==> src/rtl/mem_stage_if.sv <==
// rtl/mem_stage_if.sv - data-memory request/acknowledge port used by the memory stage
interface mem_stage_if #(
    parameter int DATA_WIDTH = 16
) ();
    logic                  req;
    logic                  we;
    logic [DATA_WIDTH-1:0] addr;
    logic [DATA_WIDTH-1:0] wdata;
    logic                  ack;
    logic [DATA_WIDTH-1:0] rdata;

    modport master (
        output req, we, addr, wdata,
        input  ack, rdata
    );

    modport slave (
        input  req, we, addr, wdata,
        output ack, rdata
    );
endinterface

==> src/rtl/mem_stage.sv <==
// rtl/mem_stage.sv - pipeline memory stage: LDW/STW over a req/ack port, N/Z/P branch resolution, writeback
module mem_stage #(
    parameter int DATA_WIDTH   = 16,
    parameter int OPCODE_WIDTH = 8,
    parameter int MEM_TIMEOUT  = 8
) (
    input  logic                    I_CLOCK,
    input  logic                    I_RESET_N,
    input  logic                    I_LOCK,
    input  logic [DATA_WIDTH-1:0]   I_ALUOut,
    input  logic [OPCODE_WIDTH-1:0] I_Opcode,
    input  logic [3:0]              I_DestRegIdx,
    input  logic [DATA_WIDTH-1:0]   I_DestValue,
    input  logic                    I_FetchStall,
    input  logic                    I_DepStall,
    mem_stage_if.master             dmem,
    output logic                    O_MemStall,
    output logic                    O_MemErr,
    output logic                    O_LOCK,
    output logic                    O_FetchStall,
    output logic                    O_DepStall,
    output logic [OPCODE_WIDTH-1:0] O_Opcode,
    output logic [3:0]              O_DestRegIdx,
    output logic [DATA_WIDTH-1:0]   O_WBValue,
    output logic                    O_RegWrite,
    output logic                    O_BranchTaken,
    output logic [DATA_WIDTH-1:0]   O_BranchPC
);
    localparam logic [OPCODE_WIDTH-1:0] OP_ADD   = 'h00;
    localparam logic [OPCODE_WIDTH-1:0] OP_ADDI  = 'h01;
    localparam logic [OPCODE_WIDTH-1:0] OP_AND   = 'h02;
    localparam logic [OPCODE_WIDTH-1:0] OP_ANDI  = 'h03;
    localparam logic [OPCODE_WIDTH-1:0] OP_MOV   = 'h04;
    localparam logic [OPCODE_WIDTH-1:0] OP_MOVI  = 'h05;
    localparam logic [OPCODE_WIDTH-1:0] OP_LDW   = 'h06;
    localparam logic [OPCODE_WIDTH-1:0] OP_STW   = 'h07;
    localparam logic [OPCODE_WIDTH-1:0] OP_BRN   = 'h08;
    localparam logic [OPCODE_WIDTH-1:0] OP_BRZ   = 'h09;
    localparam logic [OPCODE_WIDTH-1:0] OP_BRP   = 'h0A;
    localparam logic [OPCODE_WIDTH-1:0] OP_BRNZ  = 'h0B;
    localparam logic [OPCODE_WIDTH-1:0] OP_BRZP  = 'h0C;
    localparam logic [OPCODE_WIDTH-1:0] OP_BRNP  = 'h0D;
    localparam logic [OPCODE_WIDTH-1:0] OP_BRNZP = 'h0E;
    localparam logic [OPCODE_WIDTH-1:0] OP_JMP   = 'h0F;
    localparam logic [OPCODE_WIDTH-1:0] OP_JSR   = 'h10;
    localparam logic [OPCODE_WIDTH-1:0] OP_JSRR  = 'h11;

    localparam int CNT_W = $clog2(MEM_TIMEOUT + 1);
    localparam logic [CNT_W-1:0] CNT_LIMIT = CNT_W'(MEM_TIMEOUT - 1);

    typedef enum logic [1:0] {
        IDLE    = 2'd0,
        WAIT_RD = 2'd1,
        WAIT_WR = 2'd2
    } state_t;

    state_t                  state_q, state_d;
    logic [CNT_W-1:0]        cnt_q, cnt_d;
    logic [2:0]              cc_q, cc_d;
    logic                    req_q, req_d;
    logic                    we_q, we_d;
    logic [DATA_WIDTH-1:0]   addr_q, addr_d;
    logic [DATA_WIDTH-1:0]   wdata_q, wdata_d;
    logic                    err_q, err_d;
    logic                    lock_q, lock_d;
    logic                    fstall_q, fstall_d;
    logic                    dstall_q, dstall_d;
    logic [OPCODE_WIDTH-1:0] opcode_q, opcode_d;
    logic [3:0]              dest_q, dest_d;
    logic [DATA_WIDTH-1:0]   wb_q, wb_d;
    logic                    regwr_q, regwr_d;
    logic                    br_q, br_d;
    logic [DATA_WIDTH-1:0]   bpc_q, bpc_d;
    logic [2:0]              br_mask;
    logic                    in_valid;

    // CC ordering is {N, Z, P}
    function automatic logic [2:0] cc_of(input logic [DATA_WIDTH-1:0] v);
        logic zero;
        zero = (v == '0);
        return {v[DATA_WIDTH-1], zero, ~v[DATA_WIDTH-1] & ~zero};
    endfunction

    assign in_valid = I_LOCK & ~I_FetchStall & ~I_DepStall;

    always_comb begin
        br_mask = 3'b000;
        case (I_Opcode)
            OP_BRN:   br_mask = 3'b100;
            OP_BRZ:   br_mask = 3'b010;
            OP_BRP:   br_mask = 3'b001;
            OP_BRNZ:  br_mask = 3'b110;
            OP_BRZP:  br_mask = 3'b011;
            OP_BRNP:  br_mask = 3'b101;
            OP_BRNZP: br_mask = 3'b111;
            default:  br_mask = 3'b000;
        endcase
    end

    always_comb begin
        state_d  = state_q;
        cnt_d    = cnt_q;
        cc_d     = cc_q;
        req_d    = req_q;
        we_d     = we_q;
        addr_d   = addr_q;
        wdata_d  = wdata_q;
        err_d    = err_q;
        lock_d   = lock_q;
        fstall_d = fstall_q;
        dstall_d = dstall_q;
        opcode_d = opcode_q;
        dest_d   = dest_q;
        wb_d     = wb_q;
        regwr_d  = 1'b0;
        br_d     = 1'b0;
        bpc_d    = bpc_q;

        case (state_q)
            IDLE: begin
                lock_d   = I_LOCK;
                fstall_d = I_FetchStall;
                dstall_d = I_DepStall;
                opcode_d = I_Opcode;
                dest_d   = I_DestRegIdx;
                if (in_valid) begin
                    case (I_Opcode)
                        OP_ADD, OP_ADDI, OP_AND, OP_ANDI, OP_MOV, OP_MOVI: begin
                            wb_d    = I_ALUOut;
                            regwr_d = 1'b1;
                            cc_d    = cc_of(I_ALUOut);
                        end
                        OP_LDW: begin
                            req_d   = 1'b1;
                            we_d    = 1'b0;
                            addr_d  = I_ALUOut;
                            cnt_d   = '0;
                            state_d = WAIT_RD;
                        end
                        OP_STW: begin
                            req_d   = 1'b1;
                            we_d    = 1'b1;
                            addr_d  = I_ALUOut;
                            wdata_d = I_DestValue;
                            cnt_d   = '0;
                            state_d = WAIT_WR;
                        end
                        OP_BRN, OP_BRZ, OP_BRP, OP_BRNZ, OP_BRZP, OP_BRNP, OP_BRNZP: begin
                            if ((br_mask & cc_q) != 3'b000) begin
                                br_d  = 1'b1;
                                bpc_d = I_ALUOut;
                            end
                        end
                        OP_JMP, OP_JSR, OP_JSRR: begin
                            br_d  = 1'b1;
                            bpc_d = I_ALUOut;
                        end
                        default: ;
                    endcase
                end
            end
            WAIT_RD, WAIT_WR: begin
                // An ack on the limit edge completes normally rather than aborting
                if (dmem.ack) begin
                    req_d   = 1'b0;
                    state_d = IDLE;
                    if (state_q == WAIT_RD) begin
                        wb_d    = dmem.rdata;
                        regwr_d = 1'b1;
                        cc_d    = cc_of(dmem.rdata);
                    end
                end else if (cnt_q == CNT_LIMIT) begin
                    req_d   = 1'b0;
                    err_d   = 1'b1;
                    state_d = IDLE;
                end else begin
                    cnt_d = cnt_q + CNT_W'(1);
                end
            end
            default: state_d = IDLE;
        endcase
    end

    always_ff @(negedge I_CLOCK or negedge I_RESET_N) begin
        if (!I_RESET_N) begin
            state_q  <= IDLE;
            cnt_q    <= '0;
            cc_q     <= 3'b010;
            req_q    <= 1'b0;
            we_q     <= 1'b0;
            addr_q   <= '0;
            wdata_q  <= '0;
            err_q    <= 1'b0;
            lock_q   <= 1'b0;
            fstall_q <= 1'b0;
            dstall_q <= 1'b0;
            opcode_q <= '0;
            dest_q   <= '0;
            wb_q     <= '0;
            regwr_q  <= 1'b0;
            br_q     <= 1'b0;
            bpc_q    <= '0;
        end else begin
            state_q  <= state_d;
            cnt_q    <= cnt_d;
            cc_q     <= cc_d;
            req_q    <= req_d;
            we_q     <= we_d;
            addr_q   <= addr_d;
            wdata_q  <= wdata_d;
            err_q    <= err_d;
            lock_q   <= lock_d;
            fstall_q <= fstall_d;
            dstall_q <= dstall_d;
            opcode_q <= opcode_d;
            dest_q   <= dest_d;
            wb_q     <= wb_d;
            regwr_q  <= regwr_d;
            br_q     <= br_d;
            bpc_q    <= bpc_d;
        end
    end

    // Stall and request share one flop: they rise and fall on the same edges
    assign dmem.req      = req_q;
    assign dmem.we       = we_q;
    assign dmem.addr     = addr_q;
    assign dmem.wdata    = wdata_q;
    assign O_MemStall    = req_q;
    assign O_MemErr      = err_q;
    assign O_LOCK        = lock_q;
    assign O_FetchStall  = fstall_q;
    assign O_DepStall    = dstall_q;
    assign O_Opcode      = opcode_q;
    assign O_DestRegIdx  = dest_q;
    assign O_WBValue     = wb_q;
    assign O_RegWrite    = regwr_q;
    assign O_BranchTaken = br_q;
    assign O_BranchPC    = bpc_q;
endmodule

==> src/flat_wrapper.sv <==
// flat-port wrapper written by rule: the top's interface ports become plain ports
module mem_stage_flat 
#(
    parameter int DATA_WIDTH   = 16,
    parameter int OPCODE_WIDTH = 8,
    parameter int MEM_TIMEOUT  = 8
)
  (I_CLOCK, I_RESET_N, I_LOCK, I_ALUOut, I_Opcode, I_DestRegIdx, I_DestValue, I_FetchStall, I_DepStall, O_MemStall, O_MemErr, O_LOCK, O_FetchStall, O_DepStall, O_Opcode, O_DestRegIdx, O_WBValue, O_RegWrite, O_BranchTaken, O_BranchPC, dmem_req, dmem_we, dmem_addr, dmem_wdata, dmem_ack, dmem_rdata);
  mem_stage_if #(.DATA_WIDTH(DATA_WIDTH)) dmem_i ();
  input  logic I_CLOCK;
  input  logic I_RESET_N;
  input  logic I_LOCK;
  input  logic [DATA_WIDTH-1:0] I_ALUOut;
  input  logic [OPCODE_WIDTH-1:0] I_Opcode;
  input  logic [3:0] I_DestRegIdx;
  input  logic [DATA_WIDTH-1:0] I_DestValue;
  input  logic I_FetchStall;
  input  logic I_DepStall;
  output logic O_MemStall;
  output logic O_MemErr;
  output logic O_LOCK;
  output logic O_FetchStall;
  output logic O_DepStall;
  output logic [OPCODE_WIDTH-1:0] O_Opcode;
  output logic [3:0] O_DestRegIdx;
  output logic [DATA_WIDTH-1:0] O_WBValue;
  output logic O_RegWrite;
  output logic O_BranchTaken;
  output logic [DATA_WIDTH-1:0] O_BranchPC;
  output wire logic [$bits(dmem_i.req)-1:0] dmem_req;
  output wire logic [$bits(dmem_i.we)-1:0] dmem_we;
  output wire logic [$bits(dmem_i.addr)-1:0] dmem_addr;
  output wire logic [$bits(dmem_i.wdata)-1:0] dmem_wdata;
  input wire logic [$bits(dmem_i.ack)-1:0] dmem_ack;
  input wire logic [$bits(dmem_i.rdata)-1:0] dmem_rdata;
  assign dmem_req = dmem_i.req;
  assign dmem_we = dmem_i.we;
  assign dmem_addr = dmem_i.addr;
  assign dmem_wdata = dmem_i.wdata;
  assign dmem_i.ack = dmem_ack;
  assign dmem_i.rdata = dmem_rdata;
  mem_stage #(.DATA_WIDTH(DATA_WIDTH), .OPCODE_WIDTH(OPCODE_WIDTH), .MEM_TIMEOUT(MEM_TIMEOUT)) u_core (.I_CLOCK(I_CLOCK), .I_RESET_N(I_RESET_N), .I_LOCK(I_LOCK), .I_ALUOut(I_ALUOut), .I_Opcode(I_Opcode), .I_DestRegIdx(I_DestRegIdx), .I_DestValue(I_DestValue), .I_FetchStall(I_FetchStall), .I_DepStall(I_DepStall), .dmem(dmem_i), .O_MemStall(O_MemStall), .O_MemErr(O_MemErr), .O_LOCK(O_LOCK), .O_FetchStall(O_FetchStall), .O_DepStall(O_DepStall), .O_Opcode(O_Opcode), .O_DestRegIdx(O_DestRegIdx), .O_WBValue(O_WBValue), .O_RegWrite(O_RegWrite), .O_BranchTaken(O_BranchTaken), .O_BranchPC(O_BranchPC));
endmodule
==> config.mk <==
export PLATFORM = sky130hd
export DESIGN_NAME = mem_stage_flat
export DESIGN_NICKNAME = d
export VERILOG_FILES = /design/src/rtl/mem_stage_if.sv /design/src/rtl/mem_stage.sv /design/src/flat_wrapper.sv
export SDC_FILE = /design/constraint.sdc
export NUM_CORES = 1
export LEC_CHECK = 0
export ABC_AREA = 1
export CORE_AREA = 2 2 92 103
export DETAILED_ROUTE_END_ITERATION = 7
export DIE_AREA = 0 0 94 105
export PLACE_DENSITY = 0.84
export REMOVE_ABC_BUFFERS = 1
export SKIP_CTS_REPAIR_TIMING = 1
export SYNTH_ARGS = -nofsm -noshare
export SYNTH_HDL_FRONTEND = slang
export SYNTH_SLANG_ARGS = --single-unit
==> constraint.sdc <==
create_clock -name I_CLOCK -period 4.1 [get_ports I_CLOCK]
set_input_delay 1.025 -clock I_CLOCK [delete_from_list [all_inputs] [get_ports I_CLOCK]]
set_output_delay 1.025 -clock I_CLOCK [all_outputs]
set_load 0.05 [all_outputs]
# Yosys cells after proc, flatten, opt, wreduce, memory -nomap -nowiden
# Index checks and enable logic that the tools add are counted.
# totals
word_cells,120
reg_bits,93
in_bits,66
output_inout_bits,85
# op_classes
eq_ne,30
n_bitwise,12
mux,38
reduce_logical,22
add_sub_neg,1
# op_table
op,n
two-way mux 16 bit,5
"== test 8 x 4 -> 1 bit, second input constant",8
case mux 16 bit (2 select lines),2
"== test 8 x 3 -> 1 bit, second input constant",4
zero test 16 bit,2
case mux 3 bit (7 select lines),1
"== test 8 x 2 -> 1 bit, second input constant",2
"== test 8 x 5 -> 1 bit, second input constant",2
two-way mux 4 bit,4
AND reduction 3 bit,5
two-way mux 3 bit,4
two-way mux 1 bit,11
"!= test 2 bit, second input constant",5
AND reduction 5 bit,2
"== test 8 x 1 -> 1 bit, second input constant",1
zero test 8 bit,1
case mux 1 bit (2 select lines),4
case mux 2 bit (2 select lines),2
case mux 4 bit (2 select lines),1
AND reduction 4 bit,2
NOT 1 bit,7
OR reduction 7 bit,1
two-way mux 2 bit,3
"!= test 2 x 1 -> 1 bit, second input constant",3
15 further kinds,21

# Logic depth before layout (Yosys ltp)
# depth
depth_word,8
ltp_mapped,12
mapped_depth_nobuf,11

==> impl_metrics.csv <==
group,metric,value,unit
outcome,status,"complete, but fails checks",
outcome,violations,"setup timing",
grt,grt_max_degree,38,
drt,drt_pass1_iterations,5,
floorplan,row_count,36,
yosys,yosys_register_bits,92,
clock_network,clk_pin_slew,70,ps
power,pwr-share-seq,30.0,%
power,p_sw_share,45.9,%
worst_setup_path,critical_path_class,"input port to register",
worst_setup_path,crit_slowest_cell,"nor2_1",
worst_setup_path,r2r_cells,10,
drt,drtIter0Drc,344,
floorplan,die-area,9870,um2
timing,slew_violations,0,
yosys,yosys.area.top_type,"dfrtn_1",
power,pwr-share-clk,13.5,%
yosys,synth-seq-area-share,55.3,%
finish,multi_input_area,1930,um2
worst_setup_path,worstSetupPathDepth,8,
worst_setup_path,worstSetupEndpointType,"register",
placed_design,place_congestion,0.897,
grt,track_usage,30.4,%
finish,synthToLayoutAreaGrowth,86.5,%
timing,setup_viol,72,
yosys,synthTopCellsByArea,"dfrtn_1 (55%), nand2_1 (20%), o21ai_0 (5.5%), nand3_1 (5.2%), inv_1 (2.8%)",
placed_design,post-place-cells,806,
timing,finalSetupTns,-4030,ps
finish,stdcell_area,7770,um2
drt,ant_nets,0,
timing,worstMarginPinSlew,762,ps
worst_setup_path,critPathLaunchType,"input port",
timing,clock_skew,73.4,ps
drt,wirelength,17400,um
drt,drc,0,
drt,vias_per_cell,5.61,
yosys,synth_cells,509,
floorplan,die_x,94,um
worst_setup_path,crit_chain,"clkbuf_2 > nor2_1 > nand4_1 > o21ai_2 > nand2_4 > clkbuf_16 > nand2_2 > nand2_1",
finish,num_antenna_cells,0,
worst_setup_path,cpPeakStageDelay,380,ps
power,ir_drop,0.000397,V
power,p_int,2.75,mW
grt,overflow,0,
yosys,syn_avg_cell_area,8.19,um2
worst_setup_path,cp_top_family,"simple AND/OR/NAND/NOR gates",
drt,wl_per_cell,20.9,um
power,powerDensity,655,nW/um2
finish,fin_cells,834,
grt,grt_pass1_vias,4620,
worst_setup_path,path_max_fanout,6,
timing,hold_violations,0,
yosys,ys.warnings.count,0,
finish,ff_latch_area,2300,um2
job,cap_violations,0,
clock_network,h-tree-depth,3,
finish,nFillCells,354,
power,p_leak,3.92,nW
clock_network,clockBufferDepth,2,
floorplan,coreArea,8780,um2
finish,drive_gt1_share,37.9,%
clock_network,clkSinkCount,92,
clock_network,cts_tree,"built",
finish,post-route-util,88.5,%
power,p_sw,2.34,mW
timing,rsz0062_at_grt,"yes",
yosys,synth_top_area_share,54.6,%
floorplan,die_y,105,um
hold_path,hold_path_class,"register to register",
clock_network,clkLatencyLatePin,420,ps
placed_design,dpl_cell_area,7040,um2
worst_setup_path,cp.required,2250,ps
grt,grt_pass1_wl,23400,um
clock_network,cts_buffers,9,
floorplan,start_util,47.5,%
timing,worst_slack,-161,ps
worst_setup_path,path_buf_inv,2,
finish,layout.nets,786,
placed_design,dp_hpwl,10300,um
worst_setup_path,critPathArrivalTime,2410,ps
placed_design,port_buffers,150,
drt,vias,4679,
yosys,yosysUniqueCellTypes,31,
power,combPwrFrac,56.5,%
yosys,netlist_area,4170,um2
grt,antenna_found_initial,0,
floorplan,ios,151,
clock_network,clockRootBuffer,"clkbuf_8",
timing,slew_headroom,49.2,%
hold_path,hold-path-cell-count,2,
## Yosys cell counts
cell type,number
nand2_1,217
dfrtn_1,91
o21ai_0,46
nand3_1,43
inv_1,31
nor2_1,23
buf_2,12
nand4_1,7
ha_1,5
clkbuf_1,4
buf_4,3
nor3_1,3
buf_6,2
clkinv_1,2
inv_2,2
nand2_2,2
nor4_1,2
a21o_1,1
a21oi_1,1
buf_1,1
clkbuf_2,1
dfstp_2,1
mux2_2,1
nand3b_1,1
nand4_4,1
nor2_2,1
nor4_4,1
o21bai_1,1
or2_2,1
xnor2_1,1
xor2_1,1
## final timing paths
check,start,end,slack (ps)
worst max-delay path,I_Opcode[3],u_core.O_WBValue[1],-160
worst min-delay path,u_core.dmem.wdata[15],u_core.dmem.wdata[15],480
worst max register to register,u_core.state_q[0],u_core.O_WBValue[1],1110
worst min register to register,u_core.dmem.wdata[15],u_core.dmem.wdata[15],480
max in group asynchronous,I_RESET_N,u_core.dmem.wdata[3],1050
min in group asynchronous,I_RESET_N,u_core.O_BranchPC[2],2510
## through the flow
stage	hold slack (ps)	power, mW	worst slack [ps]
after CTS	484	4.72	-543
after global placement	446	3.93	-659
after detailed placement	449	4.02	-786
final	480	5.09	-161
after global routing	500	5.25	-207
after floorplan	410	2.57	-658
## flip-flops by register name, indices dropped and copies added (netlist names), 2 cells and up
signal	cells
u_core.O_WBValue	16
u_core.O_Opcode	8
u_core.cnt_q	4
u_core.O_DestRegIdx	4
u_core.state_q	2
u_core.cc_q	2
u_core.dmem.addr	16
u_core.O_BranchPC	16
u_core.dmem.wdata	16
## metal layers
layer / global-route usage [%] / wire (um)
met1: 35.6 / 5880
met2: 51.3 / 8850
met3: 9.37 / 1720
met4: 12.2 / 988
met5: 0 / 0
## final cells by class
type	instances	area share, %
inverter	34	1.71
sequential	92	29.6
multi-input combinational	359	24.9
clock inverter	8	1.19
tap	114	1.84
timing repair buffer	218	39.2
clock buffer	9	1.59
## cells by family after synthesis
| group | share of synthesized area (%) |
|---|---|
| xor gates and xnor gates | 0.420 |
| AOI/OAI and AO/OA | 6.00 |
| adders and majority gates | 1.50 |
| and+or+nand+nor | 30.3 |
| buffers and inverters | 6.24 |
| DFF | 55.3 |
| muxes | 0.270 |
## worst min-delay path, stage by stage (launching register included)
cell and delay, ps:
dfrtn_1 450, nand2_1 70, nand2_1 50
## layout by cell type (no fill, tap or decap), drive strengths merged, types with 3 or more instances in the layout
cell,Yosys,final
dlymetal6s2s,0,15
nand2,219,219
nor4,3,3
inv,33,39
nor2,24,24
clkbuf,5,19
nand4,8,8
nor3,3,3
buf,18,153
clkdlybuf4s50,0,40
nand3,43,43
o21ai,46,46
dfrtn,91,91
ha,5,5
## power groups by stage
stage	combinational, mW	sequential (mW)	clock, mW
2_1_floorplan	0.453	2.11	0.00305
3_3_place_gp	2.48	1.45	0.00305
3_5_place_dp	2.55	1.47	0.00305
4_1_cts	2.58	1.46	0.679
5_1_grt	2.98	1.54	0.735
6_report	2.88	1.53	0.690
No activity file was read; power rests on OpenSTA's default activity.
